## config.mk

```make
export PLATFORM = sky130hd
export DESIGN_NAME = fusion_column
export DESIGN_NICKNAME = d
export VERILOG_FILES = /design/src/rtl/fusion_pkg.sv /design/src/rtl/fusion_skew.sv /design/src/rtl/fusion_unit.sv /design/src/rtl/fusion_column.sv
export SDC_FILE = /design/constraint.sdc
export NUM_CORES = 2
export LEC_CHECK = 0
export ABC_CLOCK_PERIOD_IN_PS = 9350
export BUFFER_PORTS_ARGS = -buffer_cell sky130_fd_sc_hd__buf_4
export CAP_MARGIN = 0
export CORE_MARGIN = 3
export CORE_UTILIZATION = 64
export CTS_BUF_LIST = sky130_fd_sc_hd__clkbuf_4 sky130_fd_sc_hd__clkbuf_8
export DETAILED_ROUTE_END_ITERATION = 10
export HOLD_SLACK_MARGIN = 0.12
export PLACE_DENSITY = 0.83
export SYNTH_ARGS = -nofsm -noshare
export SYNTH_HDL_FRONTEND = slang
export SYNTH_SLANG_ARGS = --single-unit
```

## constraint.sdc

```tcl
create_clock -name clk -period 9.35 [get_ports clk]
set_clock_uncertainty 0.1 [all_clocks]
set_input_delay 1.4025 -clock clk [delete_from_list [all_inputs] [get_ports clk]]
set_output_delay 1.4025 -clock clk [all_outputs]
set_load 0.005 [all_outputs]
```

## src/rtl/fusion_pkg.sv

```systemverilog
// Shared types for the Bit Fusion column: FSM states, the latched precision
// config and the legal-width check used when a tile is started.
package fusion_pkg;

  localparam int LANES = 4;

  typedef enum logic [1:0] {
    ST_IDLE  = 2'd0,
    ST_RUN   = 2'd1,
    ST_DRAIN = 2'd2,
    ST_HOLD  = 2'd3
  } state_e;

  typedef struct packed {
    logic [3:0] in_width;
    logic [3:0] weight_width;
    logic       s_in;
    logic       s_weight;
  } fusion_cfg_t;

  function automatic logic width_legal(input logic [3:0] w);
    return (w == 4'd1) || (w == 4'd2) || (w == 4'd4) || (w == 4'd8);
  endfunction

endpackage

```

## src/rtl/fusion_skew.sv

```systemverilog
// Fixed-depth operand delay line; unit k of the column sits behind one of
// depth k so its operands line up with the psum arriving from unit k-1.
module fusion_skew #(
  parameter int WIDTH = 40,
  parameter int DEPTH = 1
) (
  input  logic             clk,
  input  logic [WIDTH-1:0] d,
  output logic [WIDTH-1:0] q
);

  logic [WIDTH-1:0] pipe_q [DEPTH];

  // NOTE: the delay line has no reset; stale words are harmless because the
  // column's valid pipe decides what gets accumulated, and resetting a
  // storage array only costs routing.
  always_ff @(posedge clk) begin
    // NOTE: non-blocking assignments let every stage sample the old value of
    // its predecessor, so the loop order cannot collapse the delay line.
    pipe_q[0] <= d;
    for (int i = 1; i < DEPTH; i++) begin
      pipe_q[i] <= pipe_q[i-1];
    end
  end

  assign q = pipe_q[DEPTH-1];

endmodule

```

## src/rtl/fusion_unit.sv

```systemverilog
// One Bit Fusion unit: splits its byte operands into up to four lanes by
// precision, multiplies per lane and adds onto psum_in; psum_fwd is registered.
module fusion_unit
  import fusion_pkg::*;
#(
  parameter int COL_WIDTH = 9
) (
  input  logic                       clk,
  input  fusion_cfg_t                cfg,
  input  logic [7:0]                 in,
  input  logic [31:0]                weight,
  input  logic [LANES*COL_WIDTH-1:0] psum_in,
  output logic [LANES*COL_WIDTH-1:0] psum_fwd
);

  // Element idx of the given precision from a byte, extended to 9 bits.
  function automatic logic signed [8:0] elem(input logic [7:0] src,
                                             input logic [3:0] width,
                                             input logic [1:0] idx,
                                             input logic       is_signed);
    logic [7:0] sh;
    logic [8:0] ext;
    sh = src >> (int'(idx) * int'(width));
    case (width)
      4'd1:    ext = {{8{is_signed & sh[0]}}, sh[0]};
      4'd2:    ext = {{7{is_signed & sh[1]}}, sh[1:0]};
      4'd4:    ext = {{5{is_signed & sh[3]}}, sh[3:0]};
      default: ext = {is_signed & sh[7], sh};
    endcase
    return $signed(ext);
  endfunction

  logic [2:0]                 lanes_used;
  logic signed [17:0]         prod [LANES];
  logic [LANES*COL_WIDTH-1:0] psum_d;

  // The wider of the two precisions decides how many lanes are active.
  always_comb begin
    if (cfg.in_width == 4'd8 || cfg.weight_width == 4'd8) begin
      lanes_used = 3'd1;
    end else if (cfg.in_width == 4'd4 || cfg.weight_width == 4'd4) begin
      lanes_used = 3'd2;
    end else begin
      lanes_used = 3'd4;
    end
  end

  always_comb begin
    for (int i = 0; i < LANES; i++) begin
      prod[i] = elem(in, cfg.in_width, 2'(i), cfg.s_in)
              * elem(weight[i*8 +: 8], cfg.weight_width, 2'd0, cfg.s_weight);
    end
  end

  always_comb begin
    // NOTE: default first so every path assigns psum_d and no latch is inferred.
    psum_d = psum_in;
    for (int i = 0; i < LANES; i++) begin
      if (3'(i) < lanes_used) begin
        psum_d[i*COL_WIDTH +: COL_WIDTH] = psum_in[i*COL_WIDTH +: COL_WIDTH]
                                         + COL_WIDTH'(prod[i]);
      end
    end
  end

  always_ff @(posedge clk) begin
    psum_fwd <= psum_d;
  end

endmodule

```

## src/rtl/fusion_column.sv

```systemverilog
// Systolic column of NUM_UNITS fusion units with skewed operand delivery;
// accumulates valid column outputs over a tile and returns one 4-lane psum.
module fusion_column
  import fusion_pkg::*;
#(
  parameter int NUM_UNITS = 4,
  parameter int COL_WIDTH = 9,
  parameter int ACC_WIDTH = 24,
  parameter int ACC_LEN_W = 8
) (
  input  logic                       clk,
  input  logic                       rst,
  input  logic                       start,
  input  logic [3:0]                 in_width,
  input  logic [3:0]                 weight_width,
  input  logic                       s_in,
  input  logic                       s_weight,
  input  logic [ACC_LEN_W-1:0]       acc_len,
  output logic                       cfg_err,
  output logic                       busy,
  input  logic                       in_valid,
  output logic                       in_ready,
  input  logic [NUM_UNITS*8-1:0]     in,
  input  logic [NUM_UNITS*32-1:0]    weight,
  output logic                       out_valid,
  input  logic                       out_ready,
  output logic [LANES*ACC_WIDTH-1:0] out_psum
);

  localparam int PSUM_W = LANES * COL_WIDTH;

  state_e                          state_q, state_d;
  fusion_cfg_t                     cfg_q, cfg_d;
  logic [ACC_LEN_W-1:0]            last_q, last_d;
  logic [ACC_LEN_W-1:0]            cnt_q, cnt_d;
  logic [LANES*ACC_WIDTH-1:0]      acc_q, acc_d, acc_sum;
  logic [NUM_UNITS:0]              vld_q, vld_d;
  logic                            cfg_err_q, cfg_err_d;
  logic                            accept;
  logic                            cfg_ok;
  logic [NUM_UNITS*8-1:0]          in_q;
  logic [NUM_UNITS*32-1:0]         weight_q;
  logic [NUM_UNITS:0][PSUM_W-1:0]  chain;
  logic signed [COL_WIDTH-1:0]     lane_s;
  logic [ACC_WIDTH-1:0]            lane_ext;

  assign cfg_ok    = width_legal(in_width) && width_legal(weight_width);
  assign busy      = (state_q != ST_IDLE);
  assign in_ready  = (state_q == ST_RUN);
  assign out_valid = (state_q == ST_HOLD);
  assign cfg_err   = cfg_err_q;
  assign out_psum  = acc_q;
  assign accept    = in_valid && in_ready;

  // Bit 0 marks the input stage, bit k+1 the output of unit k.
  assign vld_d = {vld_q[NUM_UNITS-1:0], accept};

  // Column output lanes are extended by the tile's signedness before adding.
  always_comb begin
    acc_sum  = acc_q;
    lane_s   = '0;
    lane_ext = '0;
    for (int i = 0; i < LANES; i++) begin
      lane_s = chain[NUM_UNITS][i*COL_WIDTH +: COL_WIDTH];
      if (cfg_q.s_in || cfg_q.s_weight) begin
        lane_ext = ACC_WIDTH'(lane_s);
      end else begin
        lane_ext = ACC_WIDTH'($unsigned(lane_s));
      end
      acc_sum[i*ACC_WIDTH +: ACC_WIDTH] = acc_q[i*ACC_WIDTH +: ACC_WIDTH] + lane_ext;
    end
  end

  always_comb begin
    state_d   = state_q;
    cfg_d     = cfg_q;
    last_d    = last_q;
    cnt_d     = cnt_q;
    cfg_err_d = 1'b0;
    acc_d     = vld_q[NUM_UNITS] ? acc_sum : acc_q;
    case (state_q)
      ST_IDLE: begin
        if (start) begin
          if (cfg_ok) begin
            cfg_d   = '{in_width: in_width, weight_width: weight_width,
                        s_in: s_in, s_weight: s_weight};
            last_d  = (acc_len == '0) ? '0 : acc_len - 1'b1;
            cnt_d   = '0;
            acc_d   = '0;
            state_d = ST_RUN;
          end else begin
            cfg_err_d = 1'b1;
          end
        end
      end
      ST_RUN: begin
        if (accept) begin
          if (cnt_q == last_q) begin
            state_d = ST_DRAIN;
          end else begin
            cnt_d = cnt_q + 1'b1;
          end
        end
      end
      ST_DRAIN: begin
        // An empty pipe means the last column output was added last cycle.
        if (vld_q == '0) begin
          state_d = ST_HOLD;
        end
      end
      ST_HOLD: begin
        if (out_ready) begin
          state_d = ST_IDLE;
        end
      end
      default: state_d = ST_IDLE;
    endcase
  end

  always_ff @(posedge clk) begin
    if (rst) begin
      state_q   <= ST_IDLE;
      cfg_q     <= '0;
      last_q    <= '0;
      cnt_q     <= '0;
      acc_q     <= '0;
      vld_q     <= '0;
      cfg_err_q <= 1'b0;
    end else begin
      state_q   <= state_d;
      cfg_q     <= cfg_d;
      last_q    <= last_d;
      cnt_q     <= cnt_d;
      acc_q     <= acc_d;
      vld_q     <= vld_d;
      cfg_err_q <= cfg_err_d;
    end
  end

  always_ff @(posedge clk) begin
    if (accept) begin
      in_q     <= in;
      weight_q <= weight;
    end
  end

  assign chain[0] = '0;

  for (genvar k = 0; k < NUM_UNITS; k++) begin : g_unit
    logic [39:0] ops;
    if (k == 0) begin : g_direct
      assign ops = {in_q[0 +: 8], weight_q[0 +: 32]};
    end else begin : g_skew
      fusion_skew #(
        .WIDTH(40),
        .DEPTH(k)
      ) u_skew (
        .clk(clk),
        .d  ({in_q[k*8 +: 8], weight_q[k*32 +: 32]}),
        .q  (ops)
      );
    end

    fusion_unit #(
      .COL_WIDTH(COL_WIDTH)
    ) u_unit (
      .clk     (clk),
      .cfg     (cfg_q),
      .in      (ops[39:32]),
      .weight  (ops[31:0]),
      .psum_in (chain[k]),
      .psum_fwd(chain[k+1])
    );
  end

endmodule

```

; Word level (Yosys, flattened, before mapping)
; Memory sizes are Yosys's and may differ from the RTL's.
; Cells that the tools add are included.
; Widths: inputs -> output; s select.
[totals]
regBits = 434
ram_bits = 240
inputBits = 183
out_inout_bits = 100
word_cells = 318
mem_count = 3
[memory_table]
columns = memory, words, width, read_ports, rd_ports_with_merged_regs, write_ports, line
row1 = g_unit[3].g_skew.u_skew.pipe_q, 3, 40, 3, 0, 3, fusion_skew.sv:12  ; logic [WIDTH-1:0] pipe_q [DEPTH];
row2 = g_unit[2].g_skew.u_skew.pipe_q, 2, 40, 2, 0, 2, fusion_skew.sv:12
row3 = g_unit[1].g_skew.u_skew.pipe_q, 1, 40, 1, 0, 1, fusion_skew.sv:12
[op_classes]
add_sub_neg = 18
multipliers = 17
magnitude_cmp = 4
n_eq_ne = 27
n_shift = 12
mux = 68
bitwise_logic = 130
n_reduce_logical = 20
[ops]
columns = cell, count
row1 = $pmux 9 s3, 32
row2 = $mux 96, 4
row3 = $mul 9x9->9, 16
row4 = $and 1x1->1, 128
row5 = $add 9x9->9, 12
row6 = $mux 9, 12
row7 = $add 24x24->24, 4
row8 = $mux 24, 4
row9 = $shr 8x32->8, 3
row10 = $mux 8, 5
row11 = $shr 8x4->8, 4
row12 = $shr 8x5->8, 4
row13 = $eq 4x1->1 const B, 4
row14 = $eq 4x2->1 const B, 4
row15 = $eq 4x3->1 const B, 4
row16 = $eq 4x4->1 const B, 4
row17 = $pmux 8 s2, 1
row18 = $mux 2, 6
row19 = $logic_or 1x1->1, 9
row20 = $add 8x1->8 const B, 1
row21 = $eq 8x8->1, 1
row22 = $logic_not 8->1, 1
row23 = $ne 2x2->1 const B, 4
row24 = $pmux 2 s4, 1
row25 = 19 further kinds, 28

; Depth between registers and ports, before layout
[logic_depth]
ltp_word = 8
mapped_depth = 34
depth_no_buf = 29

; Cells and area by module
; Synthesis repeated with hierarchy kept, for this count alone.
[unflattened]
cells_unflattened = 5837
hier_area_um2 = 55034.0
[by_module_without_submodules]
columns = mod, n_inst, cells_per_inst, area_per_inst_um2, seq_area_each_um2
row1 = fusion_column, 1, 1403, 14391.3, 7407.1
row2 = fusion_unit at g_unit[0].u_unit, 1, 1044, 8887.3, 720.7
row3 = fusion_unit at g_unit[3].u_unit, 1, 1011, 8836.0, 720.7
row4 = fusion_unit at g_unit[2].u_unit, 1, 1022, 8758.4, 720.7
row5 = fusion_unit at g_unit[1].u_unit, 1, 1037, 8755.9, 720.7
row6 = fusion_skew at g_unit[3].g_skew.u_skew, 1, 160, 2702.6, 2402.3
row7 = fusion_skew at g_unit[2].g_skew.u_skew, 1, 120, 1901.8, 1601.5
row8 = fusion_skew at g_unit[1].g_skew.u_skew, 1, 40, 800.8, 800.8

; Least setup slack after synthesis
; No wires, ideal clock.
[synth_path]
kind = register to register
from = reg cfg_q[6] (netlist name)
to = reg g_unit[2].u_unit.psum_fwd[35]
setup_ps = 69
arrival_time_ps = 7021
required_time_ps = 9181
slack_ps = 2160
path_stages_with_launch = 33
n_path_buf = 5
period_less_slack_ps = 7190
path_cell_list = dfxtp_1 buf_4 inv_1 buf_2 buf_2 buf_2 ha_1 buf_6 nor2b_1 o2bb2ai_1 nor2_1 or4b_4 o2111ai_4 a21boi_4 nand2_1 fa_1 inv_1 fa_1 ha_1 fa_1 inv_1 fa_1 inv_1 ha_1 a21oi_1 nor2b_1 o21a_1 nor2_1 xnor2_1 xnor2_1 xnor2_1 xnor3_1 o21ai_1
[synth_via]
elab_chain_cells = 7
word_cells_on_any_way = 19
cone_classes = add/sub (1) / mul (2) / order compare (1) / eq/ne (4) / shift (1) / mux (4) / bitwise (4) / reduce/logical (2)
[synth_rtl]
columns = item, line
row1 = from (decl), fusion_column.sv:33  ; fusion_cfg_t cfg_q, cfg_d;
row2 = from (signal assigned), fusion_column.sv:131  ; cfg_q <= cfg_d;
row3 = $mul 2x4->6, fusion_unit.sv:23  ; sh = src >> (int'(idx) * int'(width));
row4 = $shr 8x32->8, fusion_unit.sv:23
row5 = "$and 1x1->1, on equally long branches", -
row6 = $pmux 9 s3, fusion_unit.sv:24  ; case (width)
row7 = $mul 9x9->9, fusion_unit.sv:51  ; * elem(weight[i*8 +: 8], cfg.weight_width, 2'd0, cfg.s_weight);
row8 = $add 9x9->9, fusion_unit.sv:61  ; + COL_WIDTH'(prod[i]);
row9 = $mux 9 *, fusion_unit.sv:59  ; if (3'(i) < lanes_used) begin
row10 = named net g_unit[2].u_unit.psum_d[35], fusion_unit.sv:35  ; logic [LANES*COL_WIDTH-1:0] psum_d;
row11 = to (signal assigned), fusion_unit.sv:67  ; psum_fwd <= psum_d;
row12 = to (decl), fusion_unit.sv:13  ; output logic [LANES*COL_WIDTH-1:0] psum_fwd
; The timed path passes the listed nets; every way through them passes the cells marked *.
; A chain may end at the register's enable or synchronous reset.

; Worst setup path in the final report
[layout_path]
from = reg cfg_q[7] (netlist name)
to = reg g_unit[3].u_unit.psum_fwd[35]
[layout_via]
elab_chain_cells = 7
word_cells_on_any_way = 19
cone_classes = add/sub (1) / mul (2) / order compare (1) / eq/ne (4) / shift (1) / mux (4) / bitwise (4) / reduce/logical (2)
[layout_rtl]
columns = item, line
row1 = $mul 2x4->6, fusion_unit.sv:23
row2 = $shr 8x6->8, fusion_unit.sv:23
row3 = "$and 1x1->1, on equally long branches", -
row4 = $pmux 9 s3, fusion_unit.sv:24
row5 = $mul 9x9->9, fusion_unit.sv:51
row6 = $add 9x9->9, fusion_unit.sv:61
row7 = $mux 9 *, fusion_unit.sv:59
row8 = named net g_unit[3].u_unit.psum_d[35], fusion_unit.sv:35
row9 = to (signal assigned), fusion_unit.sv:67
row10 = to (decl), fusion_unit.sv:13
; Marks and branches as above.

==> results.toml <==
[clock_network]
postCtsHoldBufs = 0
cts_tree = "yes"
clk_path_buf_depth = 3
cts_root_buf = "clkbuf_8"
clock_latency_ps = 790
cts_resized = 0
post-cts-setup-buffer-count = 0
clock-sinks = 674
cts.reportedPaths.clkPinSlew_ps = 80
numCtsBuffers = 109
cts_max_level = 3

[synthesis]
synthMuxAreaShare_pct = 4.194
ys_ff_latch = 674
ys_seq_area_share_pct = 30.08
synth_compound_area_share_pct = 11.95
synthArstFlopShare_pct = 0
ys_top_cells_by_area = "dfxtp_1, ha_1, fa_1, edfxtp_1, xnor2_1"
ys.flop_type = "dfxtp_1"
yosys.cell_count.top_type = "nand2_1"
netlist_area_um2 = 50180
synthXorXnorAreaFrac_pct = 7.570
synth_top_family_by_area = "adder cells"
synth.top_cells.by_count = "nand2_1, ha_1, dfxtp_1, inv_1, fa_1"
ys_types = 114
syn_area_per_cell_um2 = 9.615
synthCells = 5219
yosysTopAreaCellShare_pct = 20.51
synth_warnings = 0
synthAdderAreaFrac_pct = 27.32
synth_edf_count = 160
synthSimpleGateAreaFrac_pct = 13.37
syn-num-nets = 6293
yosys.area.top_type = "dfxtp_1"

[drt]
wirelength_mm = 134.9
antenna_left = 0
initialDrtViolationCount = 3492
vias = 39100
viasPerCell = 5.949
routedWlPerCell_um = 20.53
dr.pass1.iters = 7
drc = 0

[timing]
rsz0062_at_grt = "no"
timing.setup.tns_ps = 0
slew_headroom_pct = 15.98
fin_crit_ps = 8251
tightest_slew_ps = 1254
hold_viol_final = 0
setup_violations = 0
setup_ws_ps = 1099
period_share_pct = 88.25
timing.fmax_mhz = 121.2
timing.hold.ws_ps = 207.8
slew_viol_final = 0

[critical_path]
cp.required_ps = 9910
critPathSlowestCell = "ha_1"
crit_arrival_ps = 8810
crit_type = "register to register"
crit_family = "adder cells"
endpoint_kind = "register"
worst-path-buf-inv = 5
max_stage_delay_ps = 950
cp_max_fo = 22
timing.critical_path.from_type = "register"

[die]
core_um2 = 77590
dieArea_um2 = 81800
initial_core_util_pct = 64.67
fp.dieH_um = 286.0
die-width_um = 286.0
fp-row-count = 102
pin_count = 283

[final_layout]
fill_cells = 5693
seq_area_um2 = 15100
drive_gt1_share_pct = 11.45
area_growth_pct = 10.76
nets = 6510
multiInputGateArea_um2 = 32340
fin_util_pct = 71.63

[power_and_ir_drop]
p_leak_uw = 0.02581
finalPower_uw = 22790
peakVddDrop_v = 0.0003457
p_per_area_nw_per_um2 = 410.0

[place]
hpwl_mm = 100.7
port_buffers = 282
gp_congestion = 0.9914
dp_slack_ps = 1310

[global_routing]
grt_max_degree = 84
grt_pass1_vias = 39206
antenna_found_initial = 3
grt_first_pass_wirelength_mm = 212.1
grt_usage_pct = 32.92
globalRoute.totalOverflow = 0

[min_path]
hp-class = "register to register"

[flow_run]
cap_violations = 0

[status]
status = "completed"
[kinds of logic (layout without fill, tap and decap cells)]
family	after synthesis	after routing
flip-flops	674	674
AND/OR/NAND/NOR	1471	1471
adder cells (fa/ha/maj)	891	891
AO/OA/AOI/OAI	887	887
multiplexers	185	185
other	0	2
XOR/XNOR	421	421
buffers and inverters	690	1001
[power breakdown]
group / switching (uW) / leakage [uW] / internal, uW
logic: 8170 / 0.0187 / 7450
registers: 426 / 0.00575 / 3770
clock network: 1280 / 0.00134 / 1690
total: 9880 / 0.0258 / 12900
[final timing paths]
check | slack, ps | depth (start not counted) | from | to
worst max-delay path | 1100 | 27 | cfg_q[7] | g_unit[3].u_unit.psum_fwd[35]
worst min-delay path | 210 | 0 | g_unit[2].g_skew.u_skew.pipe_q[0][18] | g_unit[2].g_skew.u_skew.pipe_q[0][58]
worst max register to register | 1100 | 27 | cfg_q[7] | g_unit[3].u_unit.psum_fwd[35]
worst min register to register | 210 | 0 | g_unit[2].g_skew.u_skew.pipe_q[0][18] | g_unit[2].g_skew.u_skew.pipe_q[0][58]
[stage by stage]
stage	cell area, um2	instances
final	55580	6572
after global routing	55570	6571
after CTS	55570	6570
after detailed placement	53000	6365
after global placement	53000	6365
after floorplan	50180	5219
[sequential cells by signal, summed over array words and instances, names as in the netlist]
name	cells
cfg_err	1
in_q	32
state_q	2
g_unit.u_unit.psum_fwd	144
vld_q	5
out_psum	96
last_q	8
g_unit.g_skew.u_skew.pipe_q	240
cfg_q	10
cnt_q	8
weight_q	128
[cell usage in the layout, fill, tap and decap left out, types with 19 or more instances in the layout]
| cell | synthesis | layout |
|---|---|---|
| edfxtp_1 | 160 | 160 |
| a22o_1 | 22 | 22 |
| xor2_1 | 81 | 81 |
| or3_1 | 20 | 20 |
| nand2b_1 | 43 | 43 |
| dfxtp_1 | 514 | 511 |
| nor3_1 | 45 | 45 |
| a211o_1 | 19 | 19 |
| xnor2_1 | 331 | 331 |
| fa_1 | 341 | 341 |
| nor2b_1 | 47 | 47 |
| nor2_1 | 290 | 289 |
| a211oi_1 | 28 | 28 |
| a21o_1 | 133 | 133 |
| o21ai_0 | 167 | 167 |
| o22ai_1 | 25 | 25 |
| a21oi_1 | 186 | 185 |
| nand3_1 | 76 | 76 |
| o21bai_1 | 25 | 25 |
| and2_1 | 158 | 157 |
| inv_1 | 460 | 459 |
| clkbuf_8 | 0 | 124 |
| ha_1 | 550 | 550 |
| clkinv_2 | 0 | 20 |
| nand2_1 | 685 | 684 |
| clkbuf_4 | 0 | 29 |
| o211ai_1 | 43 | 43 |
| a31oi_1 | 24 | 24 |
| buf_4 | 11 | 336 |
| o21a_1 | 59 | 59 |
| o31ai_1 | 19 | 19 |
| and3_1 | 33 | 32 |
| mux2i_1 | 149 | 149 |
[metal layers]
metal	share of wire, %	up-vias	global-route usage (%)
met5	0.011	-	0
met4	5.4	2	16.10
met3	8.6	473	6.845
met2	46	1772	52.84
met1	40	18822	42.51
li1	-	18031	-
[cell type report]
class | instances | share of cell area, %
antenna | 2 | 0.009005
clock buffer | 153 | 3.462
clock inverter | 52 | 1.159
inverter | 460 | 3.116
multi-input combinational | 3855 | 58.20
sequential | 674 | 27.18
tap | 1040 | 2.341
timing repair buffer | 336 | 4.539
(Power assumes the default switching activity.)
